$ cat src/rtl/ex_muldiv.sv
// Multi-cycle RV32M unit: MUL/MULH/MULHSU/MULHU and DIV/DIVU/REM/REMU beside the integer execute stage.
// Latency: MUL family 2 cycles, divide XLEN+2 cycles, divide-by-zero/overflow 1 cycle.
// Backpressure: stall_req holds the pipeline while iterating; start is ignored while busy; flush aborts to IDLE.
//
// Ports:
//   clk, rst_n (synchronous, active-low)
//   start, funct3, operand1, operand2, rd  - issue request and its operands
//   flush                                  - abort whatever is in flight
//   busy, stall_req                        - pipeline hold indications
//   regs_write_en/addr/data                - one-cycle result strobe in DONE
module ex_muldiv #(
    parameter int XLEN       = 32,
    parameter int REG_ADDR_W = 5
) (
    input  logic                  clk,
    input  logic                  rst_n,
    input  logic                  start,
    input  logic [2:0]            funct3,
    input  logic [XLEN-1:0]       operand1,
    input  logic [XLEN-1:0]       operand2,
    input  logic [REG_ADDR_W-1:0] rd,
    input  logic                  flush,
    output logic                  busy,
    output logic                  stall_req,
    output logic                  regs_write_en,
    output logic [REG_ADDR_W-1:0] regs_write_addr,
    output logic [XLEN-1:0]       regs_write_data
);

    localparam int CNT_W = $clog2(XLEN);

    localparam logic [2:0] ST_IDLE = 3'd0;
    localparam logic [2:0] ST_MUL  = 3'd1;
    localparam logic [2:0] ST_DIV  = 3'd2;
    localparam logic [2:0] ST_FIX  = 3'd3;
    localparam logic [2:0] ST_DONE = 3'd4;

    localparam logic [XLEN-1:0] MOST_NEG = {1'b1, {(XLEN-1){1'b0}}};
    localparam logic [XLEN-1:0] ALL_ONES = {XLEN{1'b1}};

    logic [2:0]            state_q, state_d;
    // op_a holds operand1 for multiplies and the dividend/quotient shift register for divides;
    // op_b holds operand2 for multiplies and the (absolute) divisor for divides.
    logic [XLEN-1:0]       op_a_q, op_a_d;
    logic [XLEN-1:0]       op_b_q, op_b_d;
    logic [XLEN-1:0]       rem_q, rem_d;
    logic [XLEN-1:0]       result_q, result_d;
    logic [CNT_W-1:0]      cnt_q, cnt_d;
    // Only funct3[1:0] is needed after issue: funct3[2] is already encoded in the MUL/DIV state.
    logic [1:0]            f3_q, f3_d;
    logic [REG_ADDR_W-1:0] rd_q, rd_d;
    logic                  qsign_q, qsign_d;
    logic                  rsign_q, rsign_d;

    logic                  accept;
    logic                  div_signed;
    logic                  sign1, sign2;
    logic [XLEN-1:0]       abs1, abs2;

    logic                  a_signed, b_signed;
    logic [2*XLEN-1:0]     a_wide, b_wide, prod;

    logic [XLEN:0]         shifted;
    logic                  step_ok;
    logic [XLEN-1:0]       step_diff;

    logic [XLEN-1:0]       quot_fix, rem_fix;
    logic                  in_done;

    assign accept = start & ~flush & ((state_q == ST_IDLE) | (state_q == ST_DONE));

    // Issue-time operand conditioning for divides.
    assign div_signed = ~funct3[0];
    assign sign1      = div_signed & operand1[XLEN-1];
    assign sign2      = div_signed & operand2[XLEN-1];
    assign abs1       = sign1 ? -operand1 : operand1;
    assign abs2       = sign2 ? -operand2 : operand2;

    // Multiplier: sign/zero-extend to 2*XLEN; the low 2*XLEN bits of the product are exact
    // for every signedness combination.
    assign a_signed = f3_q[0] ^ f3_q[1];          // MULH, MULHSU
    assign b_signed = (f3_q == 2'b01);            // MULH only
    assign a_wide   = {{XLEN{a_signed & op_a_q[XLEN-1]}}, op_a_q};
    assign b_wide   = {{XLEN{b_signed & op_b_q[XLEN-1]}}, op_b_q};
    assign prod     = a_wide * b_wide;

    // Restoring divide step. The shifted partial remainder can reach 2*divisor-1, so it
    // carries one extra bit; after a successful subtract the difference is below the divisor
    // and fits in XLEN bits.
    assign shifted   = {rem_q, op_a_q[XLEN-1]};
    assign step_ok   = (shifted >= {1'b0, op_b_q});
    assign step_diff = shifted[XLEN-1:0] - op_b_q;

    assign quot_fix = qsign_q ? -op_a_q : op_a_q;
    assign rem_fix  = rsign_q ? -rem_q  : rem_q;

    always_comb begin
        state_d  = state_q;
        op_a_d   = op_a_q;
        op_b_d   = op_b_q;
        rem_d    = rem_q;
        result_d = result_q;
        cnt_d    = cnt_q;
        f3_d     = f3_q;
        rd_d     = rd_q;
        qsign_d  = qsign_q;
        rsign_d  = rsign_q;

        case (state_q)
            ST_IDLE, ST_DONE: begin
                if (accept) begin
                    f3_d = funct3[1:0];
                    rd_d = rd;
                    if (!funct3[2]) begin
                        op_a_d  = operand1;
                        op_b_d  = operand2;
                        state_d = ST_MUL;
                    end else if (operand2 == '0) begin
                        result_d = funct3[1] ? operand1 : ALL_ONES;
                        state_d  = ST_DONE;
                    end else if (div_signed && (operand1 == MOST_NEG) && (operand2 == ALL_ONES)) begin
                        result_d = funct3[1] ? '0 : MOST_NEG;
                        state_d  = ST_DONE;
                    end else begin
                        op_a_d  = abs1;
                        op_b_d  = abs2;
                        rem_d   = '0;
                        cnt_d   = CNT_W'(XLEN - 1);
                        qsign_d = sign1 ^ sign2;
                        rsign_d = sign1;
                        state_d = ST_DIV;
                    end
                end else begin
                    state_d = ST_IDLE;
                end
            end
            ST_MUL: begin
                result_d = (f3_q == 2'b00) ? prod[XLEN-1:0] : prod[2*XLEN-1:XLEN];
                state_d  = ST_DONE;
            end
            ST_DIV: begin
                op_a_d = {op_a_q[XLEN-2:0], step_ok};
                rem_d  = step_ok ? step_diff : shifted[XLEN-1:0];
                if (cnt_q == '0) begin
                    state_d = ST_FIX;
                end else begin
                    cnt_d = cnt_q - 1'b1;
                end
            end
            ST_FIX: begin
                result_d = f3_q[1] ? rem_fix : quot_fix;
                state_d  = ST_DONE;
            end
            default: state_d = ST_IDLE;
        endcase

        if (flush) begin
            state_d = ST_IDLE;
        end
    end

    always_ff @(posedge clk) begin
        if (!rst_n) begin
            state_q  <= ST_IDLE;
            op_a_q   <= '0;
            op_b_q   <= '0;
            rem_q    <= '0;
            result_q <= '0;
            cnt_q    <= '0;
            f3_q     <= '0;
            rd_q     <= '0;
            qsign_q  <= 1'b0;
            rsign_q  <= 1'b0;
        end else begin
            state_q  <= state_d;
            op_a_q   <= op_a_d;
            op_b_q   <= op_b_d;
            rem_q    <= rem_d;
            result_q <= result_d;
            cnt_q    <= cnt_d;
            f3_q     <= f3_d;
            rd_q     <= rd_d;
            qsign_q  <= qsign_d;
            rsign_q  <= rsign_d;
        end
    end

    // Outputs are gated by rst_n so they read zero for the whole time reset is held,
    // not only after the first reset edge.
    assign busy            = rst_n & ((state_q == ST_MUL) | (state_q == ST_DIV) | (state_q == ST_FIX));
    assign in_done         = rst_n & (state_q == ST_DONE);
    assign stall_req       = busy | (start & ~flush);
    assign regs_write_en   = in_done;
    assign regs_write_addr = in_done ? rd_q : '0;
    assign regs_write_data = in_done ? result_q : '0;

endmodule

$ cat config.mk
export PLATFORM = sky130hd
export DESIGN_NAME = ex_muldiv
export DESIGN_NICKNAME = d
export VERILOG_FILES = /design/src/rtl/ex_muldiv.sv
export SDC_FILE = /design/constraint.sdc
export NUM_CORES = 2
export LEC_CHECK = 0
export ABC_AREA = 1
export CAP_MARGIN = 20
export CORE_UTILIZATION = 45
export CTS_BUF_LIST = sky130_fd_sc_hd__clkbuf_16
export CTS_CLUSTER_SIZE = 28
export DETAILED_ROUTE_END_ITERATION = 8
export GPL_TIMING_DRIVEN = 0
export SETUP_SLACK_MARGIN = 0.05
export SLEW_MARGIN = 20
export SYNTH_ARGS = -nofsm -noshare
export SYNTH_HDL_FRONTEND = slang
export SYNTH_SLANG_ARGS = --single-unit
$ cat constraint.sdc
create_clock -name clk -period 19 [get_ports clk]
set_input_delay 2.85 -clock clk [delete_from_list [all_inputs] [get_ports clk]]
set_output_delay 2.85 -clock clk [all_outputs]
set_load 0.02 [all_outputs]
---- After elaboration in Yosys (flattened, before gate mapping) ----
Cells that the tools add are included.
W data, S select, Z words.
word-level totals
  memory bits (read-only) ................. 0
  memories ................................ 0
  register bits ........................... 145
  output and inout bits ................... 40
  bits in writable memories ............... 0
  bits in latches ......................... 0
  word-level logic and storage cells ...... 114
cells by class
  order comparisons ....................... 1
  eq/ne operators ......................... 18
  reductions and logical operators ........ 18
  shift operators ......................... 0
  bitwise gates (word level) .............. 19
  divide/modulo/power cells ............... 0
  mux-type cells .......................... 41
  $add $sub $neg .......................... 6
  $mul .................................... 1
operator list
  kind                    number
  $mux W32                25
  $neg A32 Y32            4
  $pmux W32 S2            2
  $pmux W32 S3            1
  $eq A32 B32 Y1 const B  2
  $mul A33 B33 Y64        1
  $ge A33 B32 Y1          1
  $logic_not A32 Y1       1
  $sub A32 B32 Y32        1
  $mux W5                 6
  $ne A2 B2 Y1 const B    8
  $mux W3                 5
  $reduce_and A4 Y1       3
  $pmux W5 S2             1
  $reduce_and A5 Y1       2
  $ne A3 B3 Y1 const B    3
  $pmux W3 S3             1
  $and A1 B1 Y1           8
  $eq A3 B2 Y1 const B    2
  $reduce_and A6 Y1       1
  $reduce_or A2 Y1        3
  $logic_not A5 Y1        1
  $not A1 Y1              5
  $sub A5 B1 Y5 const B   1
  other kinds (11)        16

---- Depth between registers and ports, before layout ----
  depth after elaboration ................. 8
  gate-level depth with buffers ........... 39

---- Worst setup path before layout ----
No wires, ideal clock.
  path kind ............................... register to register
  start ................................... reg f3_q[1]
  end ..................................... reg result_q[30]
  slack ................................... 10.731 ns
  stages on the path, launching flop included .. 33
  period minus slack after synthesis ...... 8.269 ns
  arrival time ............................ 8.151 ns
  data required time ...................... 18.882 ns
  cell sequence ........................... dfxtp_1 clkbuf_1 inv_1 clkbuf_1 buf_1 ha_1 nand2_1 clkbuf_1 nor2_1 fa_1 inv_1 fa_1 inv_1 fa_1 inv_1 fa_1 fa_1 fa_1 fa_1 fa_1 inv_1 ha_1 nand2_1 nor2_1 inv_1 nor2_1 inv_1 nor4_1 nand2_1 nand3_1 nand3_1 nand2_1 a21oi_2
on the way
  longest elaborated chain between the ends .. 5
  elaborated cells between the ends (all ways) .. 9
  classes of those cells .................. mul (1); eq/ne (1); mux (3); bitwise (3); reduce/logical (1)
ends and longest elaborated chain
  element                                               line    source
  start, declared                                       50      logic [1:0] f3_q, f3_d;
  start signal, assigned                                170     f3_q <= '0;
  start signal, assigned                                181     f3_q <= f3_d;
  $eq A2 B1 Y1 / $xor A1 B1 Y1 (equally long branches)  82, 81
  $and A1 B1 Y1, on equally long branches               84, 83
  $mul A33 B33 Y64                                      85      assign prod = a_wide * b_wide;
  $mux W32                                              138     result_d = (f3_q == 2'b00) ? prod[XLEN-1:0] : prod[2*XLEN-1:XLEN];
  $pmux W32 S3 (*)                                      109     case (state_q)
  end signal, assigned                                  179     result_q <= result_d;
  end, declared                                         47      logic [XLEN-1:0] result_q, result_d;
Mark *: on every way between the ends. The rest lies on a longest branch, timed or not.
A chain may end at the register's enable or synchronous reset.

---- Worst setup path after layout ----
  start ................................... reg f3_q[1]
  end ..................................... reg result_q[31]
Same word-level chain as after synthesis.

==> metrics.md <==
| Metric | Value |
|---|---|
| Die width | `346.2 um` |
| Worst flop-to-flop path endpoint | `result_q[31]$_SDFFE_PN0P_` |
| Setup tns final | `0 ns` |
| Cell row count | `125` |
| Share of cells above drive strength 1 | `0.02416` |
| Max-cap violations | `0` |
| Clk root buf | `clkbuf_16` |
| CTS Buffer Depth | `2` |
| Setup slack, reg-to-reg | `7.37 ns` |
| Hold EP | `rd_q[1]$_SDFFE_PN0P_` |
| First-pass DRT Iterations | `8` |
| Hold Path Class | `register to register` |
| Power density cells | `55.22 mW/mm^2` |
| Final setup violating endpoints | `0` |
| P_leak | `29.02 nW` |
| Synth warn | `0` |
| Worst hold path depth | `2` |
| Yosys cell types | `55` |
| Async set-or-reset flop fraction in the synthesized netlist | `0` |
| Post-cts gate resize count | `0` |
| CTS Buf Count | `17` |
| Post-CTS setup buffer count | `0` |
| Reg2reg path depth | `35` |
| Syn Area/Cell | `7.179 sq um` |
| CTS tree | `done` |
| Die H | `346.2 um` |
| GRT Util Overall | `0.4323` |
| Layout Skew | `0.02103 ns` |
| FILL cells | `12.28k` |
| Commonest non-fill, non-tap cell in the layout | `inv_1` |
| Total grt overflow | `0` |
| Die area | `0.1198 sq mm` |
| Hold wc startpoint | `rd_q[1]$_SDFFE_PN0P_` |
| CP required | `19.38 ns` |
| F_max | `85.97 MHz` |
| Total core area | `0.1168 sq mm` |
| Initial Util | `0.4562` |
| Final hold vios | `0` |
| Most frequent cells in the layout | `inv_1 (1916), nand2_1 (1857), fa_1 (1125)` |
| Worst skew pair latency | `0.49 ns` |
| Max FO, Critical Path | `11` |
| Period minus WS final | `11.63 ns` |
| Post-synthesis sequential area ratio | `0.05446` |
| Critical path startpoint | `f3_q[1]$_SDFFE_PN0P_` |
| Reg2reg start | `f3_q[1]$_SDFFE_PN0P_` |
| Number of flops mapped to enable cells by yosys | `0` |
| DR vias | `50.59k` |
| Final nets | `9016` |
| Outcome | `complete, no violations` |
| Final slew viol count | `0` |
| PortBufs | `115` |
| Main synth FF type | `dfxtp_1` |
| Dominant cells by area after synthesis | `fa_1 (42%), inv_1 (13%), nand2_1 (13%)` |
| Final HPWL DP | `216.6 mm` |
| Drt total wl | `255.2 mm` |
| Mapped Nets | `8880` |
| Slowest library cell on the worst path | `fa_1` |
| Slew @ Worst Pin | `1.322 ns` |
| Initial antenna violation count | `11` |
| Crit-path max cell delay | `1.02 ns` |
| DR vias/cell | `5.560` |
| Final Power | `0.003149 W` |
| Global-route wire length before repair | `367.9 mm` |
| Largest net degree at the start of global routing | `17` |
| DR WL/cell | `28.04 um` |
| Data arrival time of the critical path | `12.01 ns` |
| I/O pins | `116` |
| Synthesized area | `0.05330 sq mm` |
| Worst setup EP type | `register` |
| CTS Hold Bufs | `0` |
| GPL Wtd Cong | `1.058` |
| Synthesized netlist cell count | `7424` |
| Area Overhead vs Synth | `6.979%` |
| RSZ-0062 raised after global routing | `no` |
| FF+latch count, synth | `145` |
| VDD IR max | `0.07106 mV` |
| Remaining routing DRC violations | `0` |
| Final core occ | `0.4880` |
| Synth top area share | `0.4229` |
| Initial DRC Count | `5473` |
| TritonCTS sink count | `145` |
| Startpoint types | `register` |
| Post-route clock period utilization | `0.6122` |
| Post-synth top area cell | `fa_1` |
| Vias in the first global route | `51.76k` |
| Relative slew slack | `0.1185` |
| Setup Crit Path Kind | `register to register` |
| Clock transition at path regs | `0.08 ns` |
| Final ANT Viol Nets | `0` |
| Inst Count DP | `9065` |
| Layout Cells excl Fill | `9099` |
| H-Tree Depth | `4` |
[per-stage QoR]
stage	hold WS [ns]	cell area, sq um	setup slack (ns)
floorplan	0.4301	53300	10.73
global placement	0.4436	56360	7.558
detailed placement	0.4486	56420	7.509
CTS	0.4608	57010	7.436
global route	0.4953	57010	6.904
finish	0.4589	57020	7.368
[routing by layer]
metal,global-route usage,share of wire,up-vias
met4,0.2975,0.085,14
li1,-,-,21950
met1,0.5459,0.38,25250
met5,0,0.00033,-
met3,0.09873,0.10,654
met2,0.6591,0.43,2721
[cell families (layout without fill, tap and decap cells)]
group | count (synthesis) | after routing | synth area share
simple gates | 2871 | 2871 | 0.2204
buf+inv | 2293 | 2442 | 0.1640
fa+ha+maj | 1380 | 1380 | 0.4826
compound gates | 675 | 675 | 0.06871
flops | 145 | 145 | 0.05446
xor+xnor | 60 | 60 | 0.009860
other cells | 0 | 2 | 0
[where the power goes]
group          internal, W  switching, W  leakage, nW
combinational     0.000697       0.00176         27.5
clock             0.000187      0.000178        0.291
sequential        0.000318    0.00000711         1.18
total              0.00120       0.00195         29.0
[worst max path at each step]
stage	end	slack, ns	cells after the start
2_1_floorplan	result_q[30]$_SDFFE_PN0P_	10.73	32
3_3_place_gp	result_q[31]$_SDFFE_PN0P_	7.56	35
3_5_place_dp	result_q[31]$_SDFFE_PN0P_	7.51	35
4_1_cts	result_q[31]$_SDFFE_PN0P_	7.44	34
5_1_grt	result_q[31]$_SDFFE_PN0P_	6.90	35
6_report	result_q[31]$_SDFFE_PN0P_	7.37	35
[final cells by class]
class / instances / area [sq um] / share of cell area
diodes: 2 / 5.005 / 0.00008778
plain buffers: 359 / 1509 / 0.02646
clock buffers: 17 / 425.4 / 0.007461
clock inverters: 15 / 163.9 / 0.002875
inverters: 1934 / 7261 / 0.1273
multi-input cells: 4986 / 41660 / 0.7306
flip-flops and latches: 145 / 2903 / 0.05091
well taps: 1524 / 1907 / 0.03344
repair buffers: 117 / 1190 / 0.02087
[state kept, by name, indices dropped and copies added, names as in the netlist]
| register | cells |
|---|---|
| cnt_q | 5 |
| f3_q | 2 |
| op_a_q | 32 |
| op_b_q | 32 |
| qsign_q | 1 |
| rd_q | 5 |
| rem_q | 32 |
| result_q | 32 |
| rsign_q | 1 |
| state_q | 3 |
[critical path: cells and delay by family, from the launching register on]
family | cells | cell delay (ns)
adder cells (fa/ha/maj) | 10 | 5.51
flip-flops | 1 | 0.30
buffers and inverters | 12 | 3.31
AND/OR/NAND/NOR | 9 | 1.09
AO/OA/AOI/OAI | 4 | 1.26
[cells in the mapped netlist, types with 3 or more instances]
cell         n
inv_1     1915
dfxtp_1    145
xor2_1      31
o21a_1       3
buf_1       47
ha_1       254
nand3_2      3
a21oi_1    288
a211oi_1     4
o21bai_1    19
a31oi_1      8
clkinv_1     4
a21oi_2     20
a21boi_0     4
nand2_2     17
nor4_1      10
nor3_1      32
or2_2        7
clkbuf_1   274
nor3_2       9
nand4_1     64
nor2_2       7
nor2_1     485
nor2_4       4
xnor2_1     29
nand3_1    351
o21ai_1     66
nand2_1   1857
o211ai_1    15
o21ai_0    216
nand3b_1    17
buf_2       21
inv_2       14
buf_4        6
fa_1      1126
o22ai_1     11
buf_6       10
a21o_1       9
Power figures use the tool's default switching activity.
